## src/rtl/ssd_arbiter.sv

```systemverilog
// ssd_arbiter: time-shares the seven-segment display between three requesters.
// Ownership is granted round-robin with a minimum dwell; the owner's 32-bit word
// is registered onto the value bus that feeds the display manager.
//
// Handshake: req[i] is a level request held high while requester i wants the
// display; grant is a registered one-hot acknowledgement (or zero when idle),
// and value/busy are registered alongside it, valid after the same edge.
//
// Debug: ssd_arbiter_oport_state exposes the FSM state (0 = IDLE, 1 = HOLD,
// 2 = OPEN) for checkers.
module ssd_arbiter #(
    parameter logic [31:0] HOLD       = 32'd100_000_000,
    parameter logic [31:0] IDLE_VALUE = 32'h0000_0000
) (
    input  logic        ssd_arbiter_clk,
    input  logic        ssd_arbiter_rst_n,
    input  logic [2:0]  ssd_arbiter_port_req,
    input  logic [31:0] ssd_arbiter_port_data0,
    input  logic [31:0] ssd_arbiter_port_data1,
    input  logic [31:0] ssd_arbiter_port_data2,
    output logic [2:0]  ssd_arbiter_oport_grant,
    output logic [31:0] ssd_arbiter_oport_value,
    output logic        ssd_arbiter_oport_busy,
    output logic [1:0]  ssd_arbiter_oport_state
);

    typedef enum logic [1:0] {
        ST_IDLE = 2'd0,
        ST_HOLD = 2'd1,
        ST_OPEN = 2'd2
    } state_t;

    state_t      state;
    logic [31:0] cnt;
    logic [1:0]  last;

    logic [2:0]  cand;
    logic        owner_req;
    logic [1:0]  rr_start;
    logic [2:0]  rr_pos;
    logic        rr_found;
    logic [1:0]  rr_idx;
    logic [31:0] rr_data;
    logic [31:0] owner_data;
    logic        take;

    // Candidate search: first non-owner requester in order last+1, last+2, last+3 (mod 3).
    always_comb begin
        cand      = ssd_arbiter_port_req & ~ssd_arbiter_oport_grant;
        owner_req = |(ssd_arbiter_port_req & ssd_arbiter_oport_grant);
        rr_start  = (last == 2'd2) ? 2'd0 : last + 2'd1;
        rr_pos    = 3'd0;
        rr_found  = 1'b0;
        rr_idx    = 2'd0;
        // Walk the order backwards so the earliest hit is the one that sticks.
        for (int i = 2; i >= 0; i--) begin
            rr_pos = {1'b0, rr_start} + 3'(i);
            if (rr_pos > 3'd2) begin
                rr_pos = rr_pos - 3'd3;
            end
            if (cand[rr_pos[1:0]]) begin
                rr_found = 1'b1;
                rr_idx   = rr_pos[1:0];
            end
        end
    end

    // Data muxes for the candidate winner and for the current owner (last == owner while owned).
    always_comb begin
        case (rr_idx)
            2'd0:    rr_data = ssd_arbiter_port_data0;
            2'd1:    rr_data = ssd_arbiter_port_data1;
            default: rr_data = ssd_arbiter_port_data2;
        endcase
        case (last)
            2'd0:    owner_data = ssd_arbiter_port_data0;
            2'd1:    owner_data = ssd_arbiter_port_data1;
            default: owner_data = ssd_arbiter_port_data2;
        endcase
    end

    // A new grant happens from IDLE, on release during HOLD, or on any competing request in OPEN.
    always_comb begin
        take = 1'b0;
        case (state)
            ST_IDLE: take = rr_found;
            ST_HOLD: take = rr_found && !owner_req;
            ST_OPEN: take = rr_found;
            default: take = 1'b0;
        endcase
    end

    // Arbiter FSM with registered grant, value and busy.
    always_ff @(posedge ssd_arbiter_clk or negedge ssd_arbiter_rst_n) begin
        if (!ssd_arbiter_rst_n) begin
            state                   <= ST_IDLE;
            cnt                     <= 32'd0;
            last                    <= 2'd2;
            ssd_arbiter_oport_grant <= 3'b000;
            ssd_arbiter_oport_value <= IDLE_VALUE;
            ssd_arbiter_oport_busy  <= 1'b0;
        end else if (take) begin
            state                   <= ST_HOLD;
            cnt                     <= HOLD - 32'd1;
            last                    <= rr_idx;
            ssd_arbiter_oport_grant <= 3'b001 << rr_idx;
            ssd_arbiter_oport_value <= rr_data;
            ssd_arbiter_oport_busy  <= 1'b1;
        end else begin
            case (state)
                ST_HOLD: begin
                    if (!owner_req) begin
                        state                   <= ST_IDLE;
                        ssd_arbiter_oport_grant <= 3'b000;
                        ssd_arbiter_oport_value <= IDLE_VALUE;
                        ssd_arbiter_oport_busy  <= 1'b0;
                    end else if (cnt == 32'd0) begin
                        state                   <= ST_OPEN;
                        ssd_arbiter_oport_value <= owner_data;
                        ssd_arbiter_oport_busy  <= 1'b0;
                    end else begin
                        cnt                     <= cnt - 32'd1;
                        ssd_arbiter_oport_value <= owner_data;
                    end
                end
                ST_OPEN: begin
                    if (!owner_req) begin
                        state                   <= ST_IDLE;
                        ssd_arbiter_oport_grant <= 3'b000;
                        ssd_arbiter_oport_value <= IDLE_VALUE;
                        ssd_arbiter_oport_busy  <= 1'b0;
                    end else begin
                        ssd_arbiter_oport_value <= owner_data;
                    end
                end
                default: begin
                    // IDLE with no request, or an unreachable encoding.
                    state                   <= ST_IDLE;
                    ssd_arbiter_oport_grant <= 3'b000;
                    ssd_arbiter_oport_value <= IDLE_VALUE;
                    ssd_arbiter_oport_busy  <= 1'b0;
                end
            endcase
        end
    end

    assign ssd_arbiter_oport_state = state;

endmodule

```

## config.mk

```make
export PLATFORM = sky130hd
export DESIGN_NAME = ssd_arbiter
export DESIGN_NICKNAME = d
export VERILOG_FILES = /design/src/rtl/ssd_arbiter.sv
export SDC_FILE = /design/constraint.sdc
export NUM_CORES = 1
export LEC_CHECK = 0
export CAP_MARGIN = 20
export CORE_UTILIZATION = 51
export DETAILED_ROUTE_END_ITERATION = 16
export PLACE_DENSITY = 0.94
export SLEW_MARGIN = 20
export SYNTH_ARGS = -nofsm -noshare
export SYNTH_HDL_FRONTEND = slang
export SYNTH_SLANG_ARGS = --single-unit
```

## constraint.sdc

```tcl
create_clock -name ssd_arbiter_clk -period 8.3 [get_ports ssd_arbiter_clk]
set_input_delay 1.66 -clock ssd_arbiter_clk [delete_from_list [all_inputs] [get_ports ssd_arbiter_clk]]
set_output_delay 1.66 -clock ssd_arbiter_clk [all_outputs]
set_load 0.05 [all_outputs]
```

==> metrics <==
grt ovf=0; ant diodes=0; Period minus WS final=4.29 ns; largest net degree at the start of global routing=72; setup_tns=0 ns; Setup Viol. Count Final=0; Layout Skew=0.00692 ns; fin. max-slew vios=0; number of synthesized flops with an enable pin=0; height of the die=96.1 um; post-DP HPWL=9380 um; CP arrival=4.56 ns; RSZ-0062 raised after global routing=false; vias post-DR=4772; DIE AREA=9230 um2; post-synthesis register bit count=71; P&R area growth vs syn=35.7%; DR iter-0 viols=334; Routed Antenna Nets=0; drt pass-1 iters=8; Final Routed Wirelength=13600 um; Worst setup SP type=input port; reg2reg setup slack=5.32 ns; CTS buffer count=9; end point of the critical path=ssd_arbiter_oport_value[1]; placed cells=714; global-route wire length before repair=21400 um; synth unique cells=52; antenna violations before repair=0; I/O pins=139; CTS tree=built; post-synth net total=607; most frequent cells in the layout=clkdlybuf4s50_1 (137), nor2_1 (79), dfrtp_1 (69), a21oi_1 (47), mux2i_1 (34); worst r2r path cells=7; Gate power share=58.7%; setup fix buffers added after clock tree synthesis=0; fmax=233 MHz; setup slack after layout=4.01 ns; via/cell ratio=6.55; Final Wtd Congestion=0.837; fin area=6130 um2; worst min-delay path category=reg -> reg; core area=8380 um2; CTS H-tree lvls=3; max-cap viol count=0; final hold vios=0; wire per inst=18.7 um; Crit. End Element=flop; Yosys warning count=0; actual slew at the worst max-slew pin=1.09 ns; sequential share of power=28.0%; Setup CP Type=in -> reg; non-filler instance count after layout=728; sw frac=47.8%; Cell Rows=33; commonest non-fill, non-tap cell in the layout=clkdlybuf4s50_1; reg2reg start=cnt[0]; Setup WS pre-CTS=3.74 ns; number of global-route vias before repair=4647; # DRC=0; Psw=0.934 mW; status=completed; register area share after synthesis=39.4%; CTS root buf=clkbuf_8; post-CTS sizing=0; initial cell density of the core=53.9%; # nets final=727; Clock Latency Late Sink=0.34 ns; ys async rst share=100%; P_int=1.02 mW; GRT Total Usage=30.6%; PwrDens=319 nW/um2; Mapped Cells=500; clock slew at reported path FFs=0.07 ns; FF-to-FF End=cnt[5]; # port buffers=138; Peak VDD IR=0.191 mV; layout cells sized above 1=6.58%; CTS max path bufs=2; synthesized cell area=4520 um2; clock share of power=13.4%; Die Wd=96.1 um; Static Leak=2.38 nW; Power Total=1.96 mW; Most used DFF post-synth=dfrtp_1; CTS hold repair buffers=0; Area after DPL=5940 um2; Req. time, crit path=8.58 ns; Worst slew margin=27.2%; CP startpoint=ssd_arbiter_port_req[0]; Critical Path Fanout Max=32; crit share post-route=51.7%; clk sinks=71; Syn Area/Cell=9.03 um2
## synthesized netlist by cell type (10+ instances only)
cell type,count,share of area (%)
nor2_1,81,6.7
dfrtp_1,70,39
a21oi_1,49,5.4
mux2i_1,34,7.5
a221o_1,32,7.1
a22o_1,32,6.2
clkbuf_1,27,2.2
nand2_1,18,1.5
o21ai_0,16,1.8
or3_1,12,1.7
inv_1,10,0.83
nor3_1,10,1.1
## critical path, cell delays in order
cell             delay (ns)
clkdlybuf4s50_1        0.42
a222oi_1               0.85
a21boi_0               0.36
or2_2                  0.53
nor2_2                 0.15
buf_4                  0.35
a221o_1                0.23
## worst min path at each step
stage / to / cells after the start / from / slack [ns]
2_1_floorplan: cnt[26] / 2 / cnt[26] / 0.51
3_3_place_gp: cnt[1] / 2 / cnt[1] / 0.53
3_5_place_dp: cnt[31] / 2 / cnt[31] / 0.54
4_1_cts: cnt[31] / 2 / cnt[31] / 0.55
5_1_grt: cnt[30] / 2 / cnt[30] / 0.59
6_report: cnt[30] / 2 / cnt[30] / 0.57
## power by group through the flow
stage	Combinational (mW)	Clock (mW)	Sequential (mW)
2_1_floorplan	0.583	0	0.735
3_3_place_gp	1.10	0	0.545
3_5_place_dp	1.13	0	0.550
5_1_grt	1.22	0.277	0.559
6_report	1.15	0.261	0.547
4_1_cts	1.14	0.264	0.545
## per-stage QoR
| stage | hold slack [ns] | utilization, % |
|---|---|---|
| finish | 0.565 | 73.1 |
| global route | 0.586 | 73.1 |
| CTS | 0.551 | 73.1 |
| detailed placement | 0.538 | 70.9 |
| global placement | 0.531 | 70.9 |
| floorplan | 0.512 | - |
## final cells by class
class / count / area [um2]
clock buffers: 14 / 183
fillers: 580 / 2250
inverters: 10 / 37.5
multi-input cells: 384 / 2570
flip-flops and latches: 71 / 1780
well taps: 105 / 131
repair buffers: 144 / 1420
## cell families (layout without fill, tap and decap cells)
group                    count (synthesis)  in the layout  share of synthesized area (%)
AO/OA/AOI/OAI                          158            158                           26.3
AND/OR/NAND/NOR                        183            183                           20.4
XOR/XNOR                                 3              3                          0.582
buffers and inverters                   45            168                           4.16
flip-flops                              71             71                           39.4
multiplexers                            34             34                           7.54
adder cells (fa/ha/maj)                  6              6                           1.66
## sequential cells by signal (all words and copies together), names as in the netlist
signal and cells:
ssd_arbiter_oport_value 32, last 2, cnt 32, ssd_arbiter_oport_grant 3
ssd_arbiter_oport_state 2
## layer usage
layer | share of wire, % | track usage [%] | up-vias
met5 | 0 | 0 | -
met4 | 3.8 | 14.9 | 0
met3 | 9.7 | 8.14 | 59
met2 | 50 | 55.1 | 299
met1 | 36 | 32.9 | 2275
li1 | - | - | 2139
(Power assumes the default switching activity.)
